==> config.mk <==
export PLATFORM = sky130hd
export DESIGN_NAME = icache_controller_flat
export DESIGN_NICKNAME = d
export VERILOG_FILES = /design/src/rtl/icache_pkg.sv /design/src/rtl/icache_if.sv /design/src/rtl/icache_line_array.sv /design/src/rtl/icache_controller.sv /design/src/flat_wrapper.sv
export SDC_FILE = /design/constraint.sdc
export NUM_CORES = 1
export LEC_CHECK = 0
export CELL_PAD_IN_SITES_DETAIL_PLACEMENT = 0
export CELL_PAD_IN_SITES_GLOBAL_PLACEMENT = 1
export CORE_MARGIN = 4
export CORE_UTILIZATION = 51
export CTS_BUF_LIST = sky130_fd_sc_hd__clkbuf_4
export DETAILED_ROUTE_END_ITERATION = 16
export GPL_TIMING_DRIVEN = 1
export MAX_ROUTING_LAYER = met4
export PLACE_DENSITY = 0.78
export SYNTH_ARGS = -nofsm -noshare
export SYNTH_HDL_FRONTEND = slang
export SYNTH_SLANG_ARGS = --single-unit
==> constraint.sdc <==
create_clock -name clk -period 11.34 [get_ports clk]
set_input_delay 2.835 -clock clk [delete_from_list [all_inputs] [get_ports clk]]
set_output_delay 2.835 -clock clk [all_outputs]
set_load 0.02 [all_outputs]
==> src/rtl/icache_pkg.sv <==
// -----------------------------------------------------------------------------
// icache_pkg
// Shared definitions for the direct-mapped instruction cache controller:
// FSM state encoding, field widths, the NOP instruction returned whenever no
// valid instruction is available, and a helper that extracts one 32-bit word
// from a 128-bit cache block.
// -----------------------------------------------------------------------------
package icache_pkg;

  localparam int WORD_W       = 32;
  localparam int BLOCK_W      = 128;
  localparam int WORD_OFF_W   = 2;   // word offset within a block, PC[3:2]
  localparam int LINE_INDEX_W = 3;   // default line index width, PC[6:4]
  localparam int LINE_TAG_W   = 3;   // default tag width, PC[9:7]

  localparam logic [WORD_W-1:0] NOP_INSTR = 32'h0000_0013;  // addi x0, x0, 0

  typedef enum logic [1:0] {
    IDLE    = 2'd0,
    MEM_REQ = 2'd1,
    UPDATE  = 2'd2
  } state_t;

  // Word w of a block lives in bits [32w+31:32w].
  function automatic logic [WORD_W-1:0] select_word(
    input logic [BLOCK_W-1:0]    block,
    input logic [WORD_OFF_W-1:0] offset
  );
    return block[{offset, 5'd0} +: WORD_W];
  endfunction

endpackage

==> src/rtl/icache_if.sv <==
// -----------------------------------------------------------------------------
// icache_if
// Bundles the fetch-side (pipeline) and refill-side (instruction memory)
// signals of the instruction cache.
//   pc, pc_valid, flush        : fetch request and invalidate from the pipeline
//   instruction, busywait      : fetched word and stall back to the pipeline
//   mem_read, mem_address      : block read request to instruction memory
//   mem_readdata, mem_busywait : block data and busy flag from memory
// Modports:
//   slave  - the cache controller
//   master - the environment (pipeline + instruction memory)
// -----------------------------------------------------------------------------
interface icache_if #(
  parameter int MEM_ADDR_W = 6
);

  logic [31:0]           pc;
  logic                  pc_valid;
  logic                  flush;
  logic [31:0]           instruction;
  logic                  busywait;
  logic                  mem_read;
  logic [MEM_ADDR_W-1:0] mem_address;
  logic [127:0]          mem_readdata;
  logic                  mem_busywait;

  modport slave (
    input  pc, pc_valid, flush, mem_readdata, mem_busywait,
    output instruction, busywait, mem_read, mem_address
  );

  modport master (
    output pc, pc_valid, flush, mem_readdata, mem_busywait,
    input  instruction, busywait, mem_read, mem_address
  );

endinterface

==> src/rtl/icache_line_array.sv <==
// -----------------------------------------------------------------------------
// icache_line_array
// Line storage for the direct-mapped instruction cache: 2**INDEX_W entries of
// {valid, tag, 128-bit data}, built from flops.
// Ports:
//   clk, rst_n     : clock, asynchronous active-low reset (clears valid bits)
//   flush          : clears every valid bit at the edge; wins over a write
//   wr_en          : write enable for the single synchronous write port
//   wr_index       : line being written
//   wr_tag/wr_data : tag and block stored into the line
//   wr_valid       : valid bit stored into the line
//   rd_index       : combinational read address
//   rd_valid/rd_tag/rd_data : contents of line rd_index
// -----------------------------------------------------------------------------
module icache_line_array
  import icache_pkg::*;
#(
  parameter int INDEX_W = LINE_INDEX_W,
  parameter int TAG_W   = LINE_TAG_W
) (
  input  logic               clk,
  input  logic               rst_n,
  input  logic               flush,
  input  logic               wr_en,
  input  logic [INDEX_W-1:0] wr_index,
  input  logic [TAG_W-1:0]   wr_tag,
  input  logic               wr_valid,
  input  logic [BLOCK_W-1:0] wr_data,
  input  logic [INDEX_W-1:0] rd_index,
  output logic               rd_valid,
  output logic [TAG_W-1:0]   rd_tag,
  output logic [BLOCK_W-1:0] rd_data
);

  localparam int LINES = 1 << INDEX_W;

  logic [LINES-1:0]   valid_q;
  logic [TAG_W-1:0]   tag_q  [LINES];
  logic [BLOCK_W-1:0] data_q [LINES];

  // A flush on the same edge as a refill write leaves that line invalid.
  // NOTE: sequential state is assigned with <= only, so every flop samples
  // the pre-edge values regardless of statement order.
  always_ff @(posedge clk or negedge rst_n) begin
    if (!rst_n) begin
      valid_q <= '0;
    end else if (flush) begin
      valid_q <= '0;
    end else if (wr_en) begin
      valid_q[wr_index] <= wr_valid;
    end
  end

  // NOTE: tag and data are only ever consumed when qualified by valid, so they
  // carry no reset; this keeps the wide storage off the reset tree.
  always_ff @(posedge clk) begin
    if (wr_en) begin
      tag_q[wr_index]  <= wr_tag;
      data_q[wr_index] <= wr_data;
    end
  end

  assign rd_valid = valid_q[rd_index];
  assign rd_tag   = tag_q[rd_index];
  assign rd_data  = data_q[rd_index];

endmodule

==> src/rtl/icache_controller.sv <==
// -----------------------------------------------------------------------------
// icache_controller
// Direct-mapped instruction cache between the IF stage and a block-based
// instruction memory. Hits return the instruction in the same cycle; a miss
// stalls IF, refills the whole 128-bit block, then replays the lookup.
// Ports:
//   clk   : system clock, all state updates on the rising edge
//   rst_n : asynchronous active-low reset (clears all valid bits, aborts refill)
//   bus   : icache_if.slave - fetch request/response and memory handshake
// PC decode: offset PC[3:2], index PC[4 +: INDEX_W], tag above the index,
// block address PC[4 +: MEM_ADDR_W]; PC[1:0] and the upper bits are ignored.
// -----------------------------------------------------------------------------
module icache_controller
  import icache_pkg::*;
#(
  parameter int MEM_ADDR_W = 6,
  parameter int INDEX_W    = LINE_INDEX_W
) (
  input  logic    clk,
  input  logic    rst_n,
  icache_if.slave bus
);

  localparam int TAG_W   = MEM_ADDR_W - INDEX_W;
  localparam int BLK_LSB = WORD_OFF_W + 2;  // first PC bit above the byte offset

  state_t                state_q, state_d;
  logic [MEM_ADDR_W-1:0] mem_address_q;
  logic                  issue_done_q;     // past the first MEM_REQ cycle
  logic                  flush_pending_q;  // refill in flight must be discarded
  logic [BLOCK_W-1:0]    line_q;           // block captured from memory

  logic [WORD_OFF_W-1:0] pc_offset;
  logic [INDEX_W-1:0]    pc_index;
  logic [TAG_W-1:0]      pc_tag;
  logic [MEM_ADDR_W-1:0] pc_block;
  logic                  unused_pc_bits;

  logic                  rd_valid;
  logic [TAG_W-1:0]      rd_tag;
  logic [BLOCK_W-1:0]    rd_data;
  logic                  hit;
  logic                  miss;
  logic                  capture;

  assign pc_offset      = bus.pc[WORD_OFF_W+1:2];
  assign pc_index       = bus.pc[BLK_LSB +: INDEX_W];
  assign pc_tag         = bus.pc[BLK_LSB+INDEX_W +: TAG_W];
  assign pc_block       = bus.pc[BLK_LSB +: MEM_ADDR_W];
  assign unused_pc_bits = ^{bus.pc[31:BLK_LSB+MEM_ADDR_W], bus.pc[1:0]};

  icache_line_array #(
    .INDEX_W (INDEX_W),
    .TAG_W   (TAG_W)
  ) u_lines (
    .clk      (clk),
    .rst_n    (rst_n),
    .flush    (bus.flush),
    .wr_en    (state_q == UPDATE),
    .wr_index (mem_address_q[INDEX_W-1:0]),
    .wr_tag   (mem_address_q[MEM_ADDR_W-1:INDEX_W]),
    .wr_valid (!flush_pending_q),
    .wr_data  (line_q),
    .rd_index (pc_index),
    .rd_valid (rd_valid),
    .rd_tag   (rd_tag),
    .rd_data  (rd_data)
  );

  assign hit  = bus.pc_valid && rd_valid && (rd_tag == pc_tag);
  assign miss = bus.pc_valid && !hit;

  // Memory busy is ignored in the issue cycle so a memory whose busy flag
  // lags the read request cannot be mistaken for an immediate response.
  assign capture = (state_q == MEM_REQ) && issue_done_q && !bus.mem_busywait;

  // ---------------------------------------------------------------- state reg
  always_ff @(posedge clk or negedge rst_n) begin
    if (!rst_n) begin
      state_q <= IDLE;
    end else begin
      state_q <= state_d;
    end
  end

  // ---------------------------------------------------------------- next state
  always_comb begin
    state_d = state_q;
    unique case (state_q)
      IDLE:    if (miss)    state_d = MEM_REQ;
      MEM_REQ: if (capture) state_d = UPDATE;
      UPDATE:               state_d = IDLE;
      default:              state_d = IDLE;
    endcase
  end

  // ---------------------------------------------------------------- outputs
  // NOTE: every output gets a default before the case so no path through the
  // block leaves a signal unassigned, which would infer a latch.
  always_comb begin
    bus.instruction = NOP_INSTR;
    bus.busywait    = 1'b0;
    bus.mem_read    = 1'b0;
    unique case (state_q)
      IDLE: begin
        if (hit) begin
          bus.instruction = select_word(rd_data, pc_offset);
        end else if (miss) begin
          bus.busywait = 1'b1;
        end
      end
      MEM_REQ: begin
        bus.busywait = 1'b1;
        bus.mem_read = 1'b1;
      end
      UPDATE: begin
        bus.busywait = 1'b1;
      end
      default: ;
    endcase
    // The pipeline sees an idle, non-stalling cache while reset is held,
    // even though a fetch request may still be presented.
    if (!rst_n) begin
      bus.instruction = NOP_INSTR;
      bus.busywait    = 1'b0;
    end
  end

  assign bus.mem_address = mem_address_q;

  // ---------------------------------------------------------------- datapath
  always_ff @(posedge clk or negedge rst_n) begin
    if (!rst_n) begin
      mem_address_q   <= '0;
      issue_done_q    <= 1'b0;
      flush_pending_q <= 1'b0;
    end else begin
      issue_done_q <= (state_q == MEM_REQ);
      if (state_q == IDLE && miss) begin
        mem_address_q <= pc_block;
      end
      // A flush at the miss-detect edge predates the refill, so only flushes
      // seen while the request is outstanding poison the incoming block.
      unique case (state_q)
        IDLE:    flush_pending_q <= 1'b0;
        MEM_REQ: flush_pending_q <= flush_pending_q | bus.flush;
        default: flush_pending_q <= flush_pending_q;
      endcase
    end
  end

  always_ff @(posedge clk) begin
    if (capture) begin
      line_q <= bus.mem_readdata;
    end
  end

endmodule
==> src/flat_wrapper.sv <==
// flat-port wrapper written by rule: the top's interface ports become plain ports
module icache_controller_flat import icache_pkg::*;
#(
  parameter int MEM_ADDR_W = 6,
  parameter int INDEX_W    = LINE_INDEX_W
)
  (clk, rst_n, bus_pc, bus_pc_valid, bus_flush, bus_mem_readdata, bus_mem_busywait, bus_instruction, bus_busywait, bus_mem_read, bus_mem_address);
  icache_if #(.MEM_ADDR_W(MEM_ADDR_W)) bus_i ();
  input  logic clk;
  input  logic rst_n;
  input wire logic [$bits(bus_i.pc)-1:0] bus_pc;
  input wire logic [$bits(bus_i.pc_valid)-1:0] bus_pc_valid;
  input wire logic [$bits(bus_i.flush)-1:0] bus_flush;
  input wire logic [$bits(bus_i.mem_readdata)-1:0] bus_mem_readdata;
  input wire logic [$bits(bus_i.mem_busywait)-1:0] bus_mem_busywait;
  output wire logic [$bits(bus_i.instruction)-1:0] bus_instruction;
  output wire logic [$bits(bus_i.busywait)-1:0] bus_busywait;
  output wire logic [$bits(bus_i.mem_read)-1:0] bus_mem_read;
  output wire logic [$bits(bus_i.mem_address)-1:0] bus_mem_address;
  assign bus_i.pc = bus_pc;
  assign bus_i.pc_valid = bus_pc_valid;
  assign bus_i.flush = bus_flush;
  assign bus_i.mem_readdata = bus_mem_readdata;
  assign bus_i.mem_busywait = bus_mem_busywait;
  assign bus_instruction = bus_i.instruction;
  assign bus_busywait = bus_i.busywait;
  assign bus_mem_read = bus_i.mem_read;
  assign bus_mem_address = bus_i.mem_address;
  icache_controller #(.MEM_ADDR_W(MEM_ADDR_W), .INDEX_W(INDEX_W)) u_core (.clk(clk), .rst_n(rst_n), .bus(bus_i));
endmodule
==> impl_metrics.yaml <==
status:
  outcome: "finished clean"
sta:
  rsz0062_at_grt: "no"
  setup_violations: 0
  fin_tns_setup_ps: 0
  tightestPinTransition_ps: 1226
  fmax_mhz: 107.7
  setup_ws_ps: 2053
  hold_viol_final: 0
  period_share: 0.8189
  fin_hold_ws_ps: 564.5
  slew_headroom: 0.1828
  clock-skew-final_ps: 69.51
  slew_viol_final: 0
  fin_crit_ps: 9287
power_and_ir_drop:
  p_int_mw: 7.303
  totalPowerFinal_mw: 9.389
  p_leak_nw: 16.35
  p_sw_frac: 0.2222
  ir_drop_mv: 0.1341
  powerDensity_nw_per_um2: 183.2
  switchingPower_mw: 2.086
  pwr-share-comb: 0.070
  clock_power_share: 0.360
  p_seq_frac: 0.571
clock_tree:
  clockBufferDepth: 4
  clk_latency_ps: 1100
  ctsHoldBuffers: 0
  htree_levels: 5
  cts-root-buf: "clkbuf_4"
  cts_buffers: 310
  cts_tree: "built"
  cts.reportedPaths.clkPinSlew_ps: 60
  cts.sinks: 1194
  cts_setup_buffers: 0
  post_cts_resized: 0
final_layout:
  fin_util: 0.5909
  layout_common_cells: "edfxtp_1, clkbuf_4, mux4_2"
  nets: 2348
  final_common_cell: "edfxtp_1"
  syn_to_final_growth_pct: 15.09
  final_area_sq_um: 51260
  drive_above_1_share: 0.3444
  fin_cells: 3513
synth:
  synth_area_sq_um: 44540
  syn_inst: 1750
  ys_ff_latch: 1194
  synthFlopType: "edfxtp_1"
  yosysSeqAreaShare: 0.8030
  synth_cell_types: 33
  synth_area_per_cell_sq_um: 25.45
  async_flop_share: 0.01508
  synth-warning-count: 0
  synth_edf_count: 1176
  syn_nets: 1919
worst_setup_path:
  arrival_ps: 6450
  cp_max_fo: 69
  end_kind: "primary output"
  r2r_cells: 6
  start_kind: "primary input"
  crit_path_top_delay_cell: "buf_4"
  path_delay_family: "buffers and inverters"
  crit_top_cell: "mux4_2"
  critical-path-max-stage-delay_ps: 910
  cp_cell_sequence: "buf_8, buf_4, mux4_2, mux4_2, mux2i_1, nor2_1, clkdlybuf4s50_1"
  crit_cells: 7
  worstPathRequired_ps: 8510
  cp.buffers_inverters: 3
  crit_type: "primary input to primary output"
routing:
  routed_wl_um: 90640
  drtPass1Iterations: 5
  via_per_inst: 5.749
  drc_errors: 0
  wl_per_cell_um: 25.80
  drtAntennaViolNets: 0
  vias: 20195
  drt_iter0_drc: 2017
floorplanning:
  io-pin-count: 205
  die-width_um: 303.5
  initial_core_util: 0.5134
  die_h_um: 303.5
  core_sq_um: 86750
  die-area_sq_um: 92120
  rows: 108
global_routing:
  antenna_found_initial: 6
  grt.busiest_layer: "met2"
  grt_max_degree: 143
  grtUsageMet1: 0.2800
  grtUsageMet2: 0.3242
  grt_usage: 0.2084
  grt-ovfl-total: 0
  grt_pass1_vias: 21892
  grt_pass1_wl_um: 135300
  gr-usage-met3: 0.04659
hold_path:
  whs_path_depth: 0
  hp-class: "register to register"
placement:
  dp_hpwl_um: 44390
  dp_slack_ps: 1933
  placed_cells: 3022
  globalplace.congestion: 0.7243
  io_buffers: 180
  place_area_sq_um: 47700
job:
  cap_viol_max_count: 0
## state kept, by name, indices dropped and copies added, names as in the netlist
name / flops
u_core.u_lines.tag_q: 24
u_core.bus.mem_address: 6
u_core.state_q: 2
u_core.flush_pending_q: 1
u_core.line_q: 128
u_core.u_lines.data_q: 1024
u_core.u_lines.valid_q: 8
u_core.issue_done_q: 1
## kinds of logic after synthesis
| kind of cell | count (synthesis) | synth area share |
|---|---|---|
| flops | 1194 | 0.8030 |
| xor+xnor | 2 | 0.0003934 |
| buf+inv | 88 | 0.01006 |
| simple gates | 72 | 0.007107 |
| compound gates | 17 | 0.003062 |
| mux | 373 | 0.1753 |
| fa+ha+maj | 4 | 0.001124 |
## power groups by stage
stage          logic [mW]  clock network [mW]  registers (mW)
2_1_floorplan       0.395                   0            5.44
3_3_place_gp        0.667                   0            5.42
3_5_place_dp        0.670                   0            5.45
4_1_cts             0.672                3.49            5.36
5_1_grt             0.701                3.74            5.38
6_report            0.655                3.38            5.36
## layer usage
metal | routed length, um | part of all wire
met5 | 0 | 0
met4 | 1624 | 0.018
met3 | 6347 | 0.070
met2 | 45660 | 0.50
met1 | 37010 | 0.41
## cell usage after synthesis, types with 2 or more instances
| cell type | instances | area share |
|---|---|---|
| edfxtp_1 | 1176 | 0.79 |
| mux4_2 | 321 | 0.16 |
| nor2_1 | 46 | 0.0039 |
| mux2i_1 | 43 | 0.0097 |
| buf_2 | 26 | 0.0029 |
| clkbuf_1 | 26 | 0.0022 |
| buf_1 | 19 | 0.0016 |
| dfrtp_1 | 18 | 0.010 |
| a211oi_1 | 9 | 0.0015 |
| nand2_1 | 9 | 0.00076 |
| buf_4 | 6 | 0.0010 |
| mux2_2 | 6 | 0.0015 |
| inv_1 | 5 | 0.00042 |
| buf_6 | 4 | 0.0010 |
| ha_1 | 4 | 0.0011 |
| a211o_1 | 3 | 0.00059 |
| mux4_1 | 3 | 0.0018 |
| nand2b_1 | 3 | 0.00042 |
| nand3b_1 | 3 | 0.00051 |
| nor2b_1 | 3 | 0.00042 |
| buf_12 | 2 | 0.00090 |
| nand3_1 | 2 | 0.00022 |
| nor3_1 | 2 | 0.00022 |
| or2_2 | 2 | 0.00028 |
## worst reg2reg max path, stage by stage (launching register included)
cell and delay (ps):
dfrtp_1 430, inv_1 100, ha_1 260, nand2_1 70
or2_2 340, inv_6 710, buf_4 900
## worst paths after layout
kind,slack [ps],startpoint,to
max in group asynchronous,8480,rst_n,u_core.u_lines.valid_q[7]
worst max-delay path,2050,bus_pc[4],bus_instruction[10]
min in group asynchronous,2260,rst_n,u_core.bus.mem_address[4]
worst min-delay path,560,u_core.line_q[123],u_core.u_lines.data_q[5][123]
worst min register to register,560,u_core.line_q[123],u_core.u_lines.data_q[5][123]
worst max register to register,8100,u_core.state_q[1],u_core.line_q[61]
## cell type report
type,count,area (sq um)
Sequential cell,1194,35760
Fill cell,6111,35490
Multi-Input combinational cell,468,8382
Clock buffer,429,3221
Timing Repair Buffer,200,2090
Tap cell,1155,1445
Clock inverter,53,311.5
Inverter,5,23.77
Antenna cell,9,22.52
Power figures use the tool's default switching activity.
